$ cat config.mk
export PLATFORM = sky130hd
export DESIGN_NAME = i2s_transmit1
export DESIGN_NICKNAME = d
export VERILOG_FILES = /design/src/rtl/i2s_transmit1.sv
export SDC_FILE = /design/constraint.sdc
export NUM_CORES = 1
export LEC_CHECK = 0
export CAP_MARGIN = 25
export CORE_AREA = 4 4 106 108
export DETAILED_ROUTE_END_ITERATION = 10
export DIE_AREA = 0 0 110 112
export PLACE_DENSITY = 0.69
export SYNTH_ARGS = -nofsm -noshare
export SYNTH_HDL_FRONTEND = slang
export SYNTH_SLANG_ARGS = --single-unit
export TNS_END_PERCENT = 5
$ cat constraint.sdc
create_clock -name sck -period 4.2 [get_ports sck]
set_input_delay 1.26 -clock sck [delete_from_list [all_inputs] [get_ports sck]]
set_output_delay 1.26 -clock sck [all_outputs]
set_load 0.1 [all_outputs]
$ cat src/rtl/i2s_transmit1.sv
// i2s_transmit1: I2S transmitter running in the bit-clock domain.
// Takes one left/right pair per frame through a single-entry holding
// register and emits 64-bit frames (two 32-bit slots, MSB first) with
// word select leading the data by one bit.
module i2s_transmit1 #(
    parameter int DATA_W = 32
) (
    input  logic              sck,
    input  logic              rst,
    input  logic              en,
    input  logic              in_valid,
    output logic              in_ready,
    input  logic [DATA_W-1:0] in_left,
    input  logic [DATA_W-1:0] in_right,
    output logic              ws,
    output logic              sd,
    output logic              frame_start,
    output logic              underrun
);

    typedef enum logic {
        S_IDLE = 1'b0,
        S_RUN  = 1'b1
    } state_t;

    // Frame sequencer state; r_pos is the bit position currently on sd/ws.
    state_t      r_state;
    logic [5:0]  r_pos;
    logic [63:0] r_shift;
    logic        r_ws;
    logic        r_sd;
    logic        r_frame_start;
    logic        r_underrun;

    // Single-entry holding register between the source and the sequencer.
    logic              r_hold_full;
    logic [DATA_W-1:0] r_hold_left;
    logic [DATA_W-1:0] r_hold_right;

    logic        w_load;
    logic        w_advance;
    logic        w_accept;
    logic [5:0]  w_next_pos;
    logic        w_next_ws;
    logic [63:0] w_frame;

    // Left-justify a sample in its 32-bit slot; unused LSBs are zero.
    function automatic logic [31:0] slot_word(input logic [DATA_W-1:0] s);
        logic [31:0] w;
        w = '0;
        w[31 -: DATA_W] = s;
        return w;
    endfunction

    // Word select for a given bit position: high one bit ahead of the
    // right slot and dropping one bit ahead of the next left slot.
    function automatic logic ws_for_pos(input logic [5:0] pos);
        return (pos >= 6'd31) && (pos <= 6'd62);
    endfunction

    // A new frame starts on leaving IDLE with en high, or at the end of a
    // frame when en is still high. en is otherwise only looked at here, so
    // a mid-frame drop always lets the current frame finish.
    assign w_load     = en && ((r_state == S_IDLE) ||
                               ((r_state == S_RUN) && (r_pos == 6'd63)));
    assign w_advance  = (r_state == S_RUN) && (r_pos != 6'd63);
    assign w_accept   = in_valid && !r_hold_full;
    assign w_next_pos = r_pos + 6'd1;
    assign w_next_ws  = ws_for_pos(w_next_pos);

    // The frame contents come only from what is already held; an empty
    // hold yields an all-zero frame (a same-edge accept is not bypassed).
    assign w_frame = r_hold_full ? {slot_word(r_hold_left), slot_word(r_hold_right)}
                                 : 64'd0;

    // Frame sequencer: loads, shifts and drives the registered outputs.
    always_ff @(posedge sck or posedge rst) begin
        if (rst) begin
            r_state       <= S_IDLE;
            r_pos         <= 6'd0;
            r_shift       <= 64'd0;
            r_ws          <= 1'b0;
            r_sd          <= 1'b0;
            r_frame_start <= 1'b0;
            r_underrun    <= 1'b0;
        end else if (w_load) begin
            // Present bit 0: MSB out now, remaining bits queued.
            r_state       <= S_RUN;
            r_pos         <= 6'd0;
            r_shift       <= {w_frame[62:0], 1'b0};
            r_sd          <= w_frame[63];
            r_ws          <= 1'b0;
            r_frame_start <= 1'b1;
            r_underrun    <= !r_hold_full;
        end else if (w_advance) begin
            r_pos         <= w_next_pos;
            r_shift       <= {r_shift[62:0], 1'b0};
            r_sd          <= r_shift[63];
            r_ws          <= w_next_ws;
            r_frame_start <= 1'b0;
            r_underrun    <= 1'b0;
        end else begin
            // Idle, or a frame just completed with en low.
            r_state       <= S_IDLE;
            r_pos         <= 6'd0;
            r_shift       <= 64'd0;
            r_sd          <= 1'b0;
            r_ws          <= 1'b0;
            r_frame_start <= 1'b0;
            r_underrun    <= 1'b0;
        end
    end

    // Hold occupancy: emptied by a frame load, filled by an accepted pair.
    always_ff @(posedge sck or posedge rst) begin
        if (rst) begin
            r_hold_full <= 1'b0;
        end else if (w_load && r_hold_full) begin
            r_hold_full <= 1'b0;
        end else if (w_accept) begin
            r_hold_full <= 1'b1;
        end
    end

    // Hold data: only meaningful while r_hold_full is set, so no reset.
    always_ff @(posedge sck) begin
        if (w_accept) begin
            r_hold_left  <= in_left;
            r_hold_right <= in_right;
        end
    end

    assign in_ready    = !r_hold_full;
    assign ws          = r_ws;
    assign sd          = r_sd;
    assign frame_start = r_frame_start;
    assign underrun    = r_underrun;

endmodule

==> results.md, run 1 <==
* DP Wirelength at between 5000 and 6000 um
* Initial core utilization at approximately half
* Complex-gate fraction of the synthesized area at under 10%
* Final Routed Wirelength at 8937 um
* Crit path kind: reg2out
* RD Place Congestion at between 0.7 and 0.8
* Routed length per instance at roughly 14 um
* Slew @ Worst Pin at approximately 960 ps
* Startpoint types: flip-flop
* Finished Cell Area at ~6500 um^2
* Die area at approximately 12000 um^2
* Post-synthesis mux area share at 0%
* Routed Antenna Nets at 0
* Clock sink count at around 140
* Port buffer count at between 70 and 80
* CP endpoint kind: output port
* Unrepaired setup endpoints after global routing: false
* Syn nets at roughly 460
* Hold-fix buffers, CTS at 0
* Clock Latency Late Sink at between 500 and 600 ps
* Root Driver: clkbuf_8
* First-pass GRT wire length at 14780 um
* Final hold viol count at 0
* Synthesis Warnings at 0
* Status: completed
* CTS buffer count at 17
* Std cell rows at 37
* Share of cells above drive strength 1 at a little under a tenth
* Reg clk slew, reported paths at approximately 60 ps
* Worst EP required at between 2000 and 3000 ps
* Power per standard cell area at roughly 480 nW/um^2
* Share of flip-flops with an asynchronous set or reset at between 50 and 60%
* Number of global-route vias before repair at around 3100
* Slew margin rel. at approximately 36%
* Chip width at about 110 um
* Commonest register cell after synthesis: dfrtp_1
* Largest family of logic cells by synthesized area: simple AND/OR/NAND/NOR gates
* Crit path max fanout at 5
* Drt first pass iters at 6
* Max clock buf depth at 2
* DIE HEIGHT at approximately 110 um
* Placed Area at between 5000 and 6000 um^2
* CTS H-tree lvls at 4
* Area Growth Syn to Fin at 29.05%
* I/O Pins at 73
* Fin crit period at 3406 ps
* Layout Utilization at 63.24%
* Reg-to-reg slack, setup at ~2200 ps
* Largest area contributor in the netlist: edfxtp_1
* Commonest non-fill, non-tap cell in the layout: nand2_1
* Setup tns final at 0 ps
* CTS tree: built
* Sequential cell area fraction in the yosys report at 75.77%
* Setup bufs post-CTS at 0
* DR iter-0 viols at between 100 and 150
* Area of the mapped netlist at 5014 um^2
* Slew Limit Fails at 0
* Synth Area in XOR/XNOR at 0.5241%
* GRT overflow at 0
* Synthesized flop and latch total at approximately 140
* Worst path arrival time at around 2200 ps
* FMAX at around 0.3 GHz
* Vias per cell at roughly 5
* Initial antenna violation count at 0
* Synth cell types at 29
* Maxcap violations at 0
* Leak at approximately 2.8 nW
* ANT cells at 0
* Synth Instances at between 300 and 400
* Setup violators final at 0
* Floorplan core area at around 10000 um^2
* Most frequent cells in the layout: nand2_1, dfrtp_1, clkdlybuf4s50_1
* GRT Resource Usage Total at 16.00%
* DRC viols at 0
* Largest net degree at the start of global routing at 41
* Syn avg cell area at about 13 um^2
* # nets final at ~540
* Max VDD drop at 0.3295 mV
* Routed via count at ~3000
* Final period util at approximately four fifths
* # resized after CTS at 0
* Post-synth EDFFs at 64
* Simple-Gate Fraction of Synth Area at 18.09%
* Worst-case clock skew at 6.696 ps
* Hold Path Class: reg2reg
* Layout Cells excl Fill at a little over 600
* Top post-synthesis cells by area: edfxtp_1, dfrtp_1, nand2_1
* Cells after DPL at 586
* Post-Synth Adder-Cell Area at less than 1%
* Yosys top cell area share at 38.33%
synth_stat cells, types with 2 or more instances:
cell type	n
o21a_1	2
clkbuf_1	4
ha_1	3
buf_2	10
xor2_1	2
and2_1	3
edfxtp_1	64
inv_1	5
nand2_1	130
nor2_1	7
nand3_1	65
dfrtp_1	75
buf_6	6
cell type report:
| class | count | area [um^2] |
|---|---|---|
| repair buffers | 80 | 805.8 |
| fillers | 799 | 3761 |
| multi-input cells | 227 | 1066 |
| well taps | 136 | 170.2 |
| clock inverters | 8 | 138.9 |
| flip-flops and latches | 139 | 3799 |
| inverters | 5 | 20.02 |
| clock buffers | 24 | 470.5 |
worst paths after layout:
check / depth (start not counted) / start / end
min in group asynchronous: 2 / rst / r_shift[38]$_DFF_PP0_
max: 2 / r_hold_full$_DFFE_PP0P_ / in_ready
min: 2 / r_shift[53]$_DFF_PP0_ / r_shift[54]$_DFF_PP0_
max reg2reg: 7 / r_pos[0]$_DFF_PP0_ / r_shift[28]$_DFF_PP0_
max in group asynchronous: 3 / rst / r_shift[30]$_DFF_PP0_
min reg2reg: 2 / r_shift[53]$_DFF_PP0_ / r_shift[54]$_DFF_PP0_
logic make-up after synthesis:
kind of cell | count (synthesis)
buf+inv | 26
xor+xnor | 3
compound gates | 9
simple gates | 212
flops | 139
fa+ha+maj | 3
where the power goes:
part	switching, mW	leakage, nW	internal, mW
combinational	0.0601	0.990	0.0615
clock	0.504	0.300	1.01
sequential	0.00690	1.53	1.45
total	0.571	2.82	2.52
critical path: stages (launching register included):
cell	delay, ps
dfrtp_1	440
inv_1	80
clkdlybuf4s50_1	1120
stage by stage:
stage,power [mW],hold slack (ps),worst slack [ps]
6_report,3.093,431.0,794.3
5_1_grt,3.201,449.1,730.0
4_1_cts,3.130,434.7,754.6
3_5_place_dp,1.610,420.4,1112
3_3_place_gp,1.607,416.5,1168
2_1_floorplan,1.527,414.3,809.3
flip-flops by register name, indices dropped and copies added (netlist names):
register,count
r_state,1
r_hold_full,1
sd,1
underrun,1
frame_start,1
r_hold_left,32
r_shift,63
r_pos,6
ws,1
r_hold_right,32
metal layers:
metal | vias up | track usage, % | part of all wire [%] | routed length, um
li1 | 1472 | - | - | -
met1 | 1456 | 20.86 | 43 | 3814
met2 | 78 | 24.39 | 51 | 4561
met3 | 4 | 6.203 | 5.7 | 508
met4 | 0 | 5.653 | 0.58 | 52
met5 | - | 0 | 0 | 0
(Power assumes the default switching activity.)
==> inputs of run 2 (changes only) <==
clock period = 3.45 ns   (was 4.2 ns; I/O delays follow)
==> run 2 against run 1 <==
- setup slack improved by 300 ps
- cell area decreased by 0.95%
- worst hold slack improved by 4.8 ps
- critical endpoint unchanged
==> results.md, run 2 (synthesis results as in run 1) <==
* Status: completed (unchanged)
* Std cell rows at 37 (unchanged)
* Register area at 3799 um^2 (unchanged)
* Floorplan core area at 10230 um^2 (unchanged)
* CP max stage cell: dfrtp_1 (was clkdlybuf4s50_1)
* Vias per cell at 4.822 (was 4.863)
* CTS buffer count at 17 (unchanged)
* Pre-CTS setup slack at 918.3 ps (was 1112 ps)
* GRT Resource Usage Total at 15.38% (was 16.00%)
* GRT overflow at 0 (unchanged)
* Crit path max fanout at 5 (unchanged)
* CTS tree: built (unchanged)
* Total design power at 3.620 mW (was 3.093 mW)
* Slew @ Worst Pin at 666.8 ps (was 963.8 ps)
* Finished Cell Area at 6409 um^2 (was 6470 um^2)
* Critical path origin: r_hold_full$_DFFE_PP0P_ (unchanged)
* Chip width at 110 um (unchanged)
* Top reg by flops: r_shift (unchanged)
* DP Wirelength at 5279 um (was 5496 um)
* Hold_ws at 435.8 ps (was 431.0 ps)
* Drt first pass iters at 4 (was 6)
* Leak at 2.781 nW (was 2.818 nW)
* Critical Path Max Stage Delay at 440 ps (was 1120 ps)
* DR iter-0 viols at 89 (was 140)
* Max VDD drop at 0.3314 mV (was 0.3295 mV)
* Worst EP required at 2410 ps (was 2940 ps)
* Final Routed Wirelength at 8666 um (was 8937 um)
* Die area at 12320 um^2 (unchanged)
* Final worst slack at 1091 ps (was 794.3 ps)
* Unrepaired setup endpoints after global routing: false (unchanged)
* CTS H-tree lvls at 4 (unchanged)
* Setup violators final at 0 (unchanged)
* Commonest non-fill, non-tap cell in the layout: nand2_1 (unchanged)
* Area Growth Syn to Fin at 27.83% (was 29.05%)
* Crit path depth at 2 (unchanged)
* Port buffer count at 72 (unchanged)
* Final period util at 68.37%
* Setup crit end: in_ready (unchanged)
* Dominant delay contributor by cell family on the critical path: flip-flops (was buffers and inverters)
* Power per standard cell area at 564.8 nW/um^2 (was 478.0 nW/um^2)
* First-pass GRT wire length at 14390 um (was 14780 um)
* Startpoint types: flip-flop (unchanged)
* Max reg flops at 63 (unchanged)
* # resized after CTS at 0 (unchanged)
* Fill cells at 796 (was 799)
* Setup tns final at 0 ps (unchanged)
* CP endpoint kind: output port (unchanged)
* Largest net degree at the start of global routing at 76 (was 41)
* Routed Antenna Nets at 0 (unchanged)
* # nets final at 539 (was 541)
* Placed Area at 5846 um^2 (was 5841 um^2)
* Routed via count at 2975 (was 3010)
* FMAX at 0.4239 GHz
* Routed length per instance at 14.05 um (was 14.44 um)
* Share of cells above drive strength 1 at 10.60% (was 9.110%)
* Fin crit period at around 2400 ps
* Slew margin rel. at 55.38% (was 35.54%)
* Worst R2R End: r_shift[14]$_DFF_PP0_ (was r_shift[28]$_DFF_PP0_)
* Max clock buf depth at 2 (unchanged)
* Reg-to-reg slack, setup at 1280 ps (was 2190 ps)
* Worst-case clock skew at 6.866 ps (was 6.696 ps)
* Reg2Reg Launch Point: r_pos[0]$_DFF_PP0_ (unchanged)
* Maxcap violations at 0 (unchanged)
* Critical path cell sequence: inv_1 > buf_4 (was inv_1 > clkdlybuf4s50_1)
* Number of global-route vias before repair at 3104 (was 3137)
* R2R cell count at 6 (was 7)
* DIE HEIGHT at 112 um (unchanged)
* Root Driver: clkbuf_8 (unchanged)
* Reg clk slew, reported paths at 60 ps (about the same)
* ANT cells at 0 (unchanged)
* DRC viols at 0 (unchanged)
* CP Buf/Inv Count at 2 (unchanged)
* Crit path kind: reg2out (unchanged)
* Hold-fix buffers, CTS at 0 (unchanged)
* Largest registers: r_shift (63), r_hold_left (32), r_hold_right (32) (unchanged)
* Initial antenna violation count at 0 (unchanged)
* RD Place Congestion at 0.7266 (was 0.7171)
* Initial core utilization at 49.00% (unchanged)
* I/O Pins at 73 (unchanged)
* Hold Path Class: reg2reg (unchanged)
* Clock Latency Late Sink at 520 ps (was 510 ps)
* Clock sink count at 139 (unchanged)
* Area of the multi-input gates at 1066 um^2 (unchanged)
* Most frequent cells in the layout: nand2_1, dfrtp_1, clkdlybuf4s50_1 (unchanged)
* Setup bufs post-CTS at 0 (unchanged)
* Slew Limit Fails at 0 (unchanged)
* Final hold viol count at 0 (unchanged)
* Worst path arrival time at 1320 ps (was 2150 ps)
-- run 2: cell count changes in the layout (fill, tap and decap cells not counted) --
cell and delta:
clkdlybuf4s50_1 -5, clkinv_2 +1, buf_4 +2, bufinv_16 -2
buf_12 +1, clkbuf_8 -3, clkbuf_1 -4, clkinv_4 +2
inv_6 +2, clkinvlp_4 +4
-- run 2: metal layers --
layer,wire [um],track usage (%)
met3,460,5.275
met5,0,0
met1,3893,19.72
met2,4140,23.34
met4,172,7.398
-- run 2: final cells by class --
class	instances	share of cell area (%)
Clock buffer	17	6.462
Clock inverter	15	2.323
Inverter	5	0.3124
Multi-Input combinational cell	227	16.63
Sequential cell	139	59.27
Tap cell	136	2.655
Timing Repair Buffer	78	12.34
-- run 2: metrics by stage --
stage	util, %	std cells
final	62.64	617
after global routing	62.64	617
after CTS	62.64	617
after detailed placement	57.14	585
after global placement	57.14	585
after floorplan	-	392
-- run 2: worst min-delay path, delay by kind of cell, from the launching register on --
kind / cells / cell delay [ps]
flops: 1 / 320
simple gates: 2 / 90
-- run 2: power breakdown --
part / switching [mW] / internal [mW]
sequential: 0.00903 / 1.77
combinational: 0.0707 / 0.0774
clock: 0.670 / 1.02
-- run 2: worst min-delay path by stage --
stage                                  to  cells after the start                  start  slack (ps)
detailed placement  r_shift[57]$_DFF_PP0_                      2  r_shift[56]$_DFF_PP0_         420
floorplan           r_shift[10]$_DFF_PP0_                      2   r_shift[9]$_DFF_PP0_         410
CTS                 r_shift[57]$_DFF_PP0_                      2  r_shift[56]$_DFF_PP0_         430
global route        r_shift[57]$_DFF_PP0_                      2  r_shift[56]$_DFF_PP0_         450
finish              r_shift[57]$_DFF_PP0_                      2  r_shift[56]$_DFF_PP0_         440
global placement    r_shift[46]$_DFF_PP0_                      2  r_shift[45]$_DFF_PP0_         420
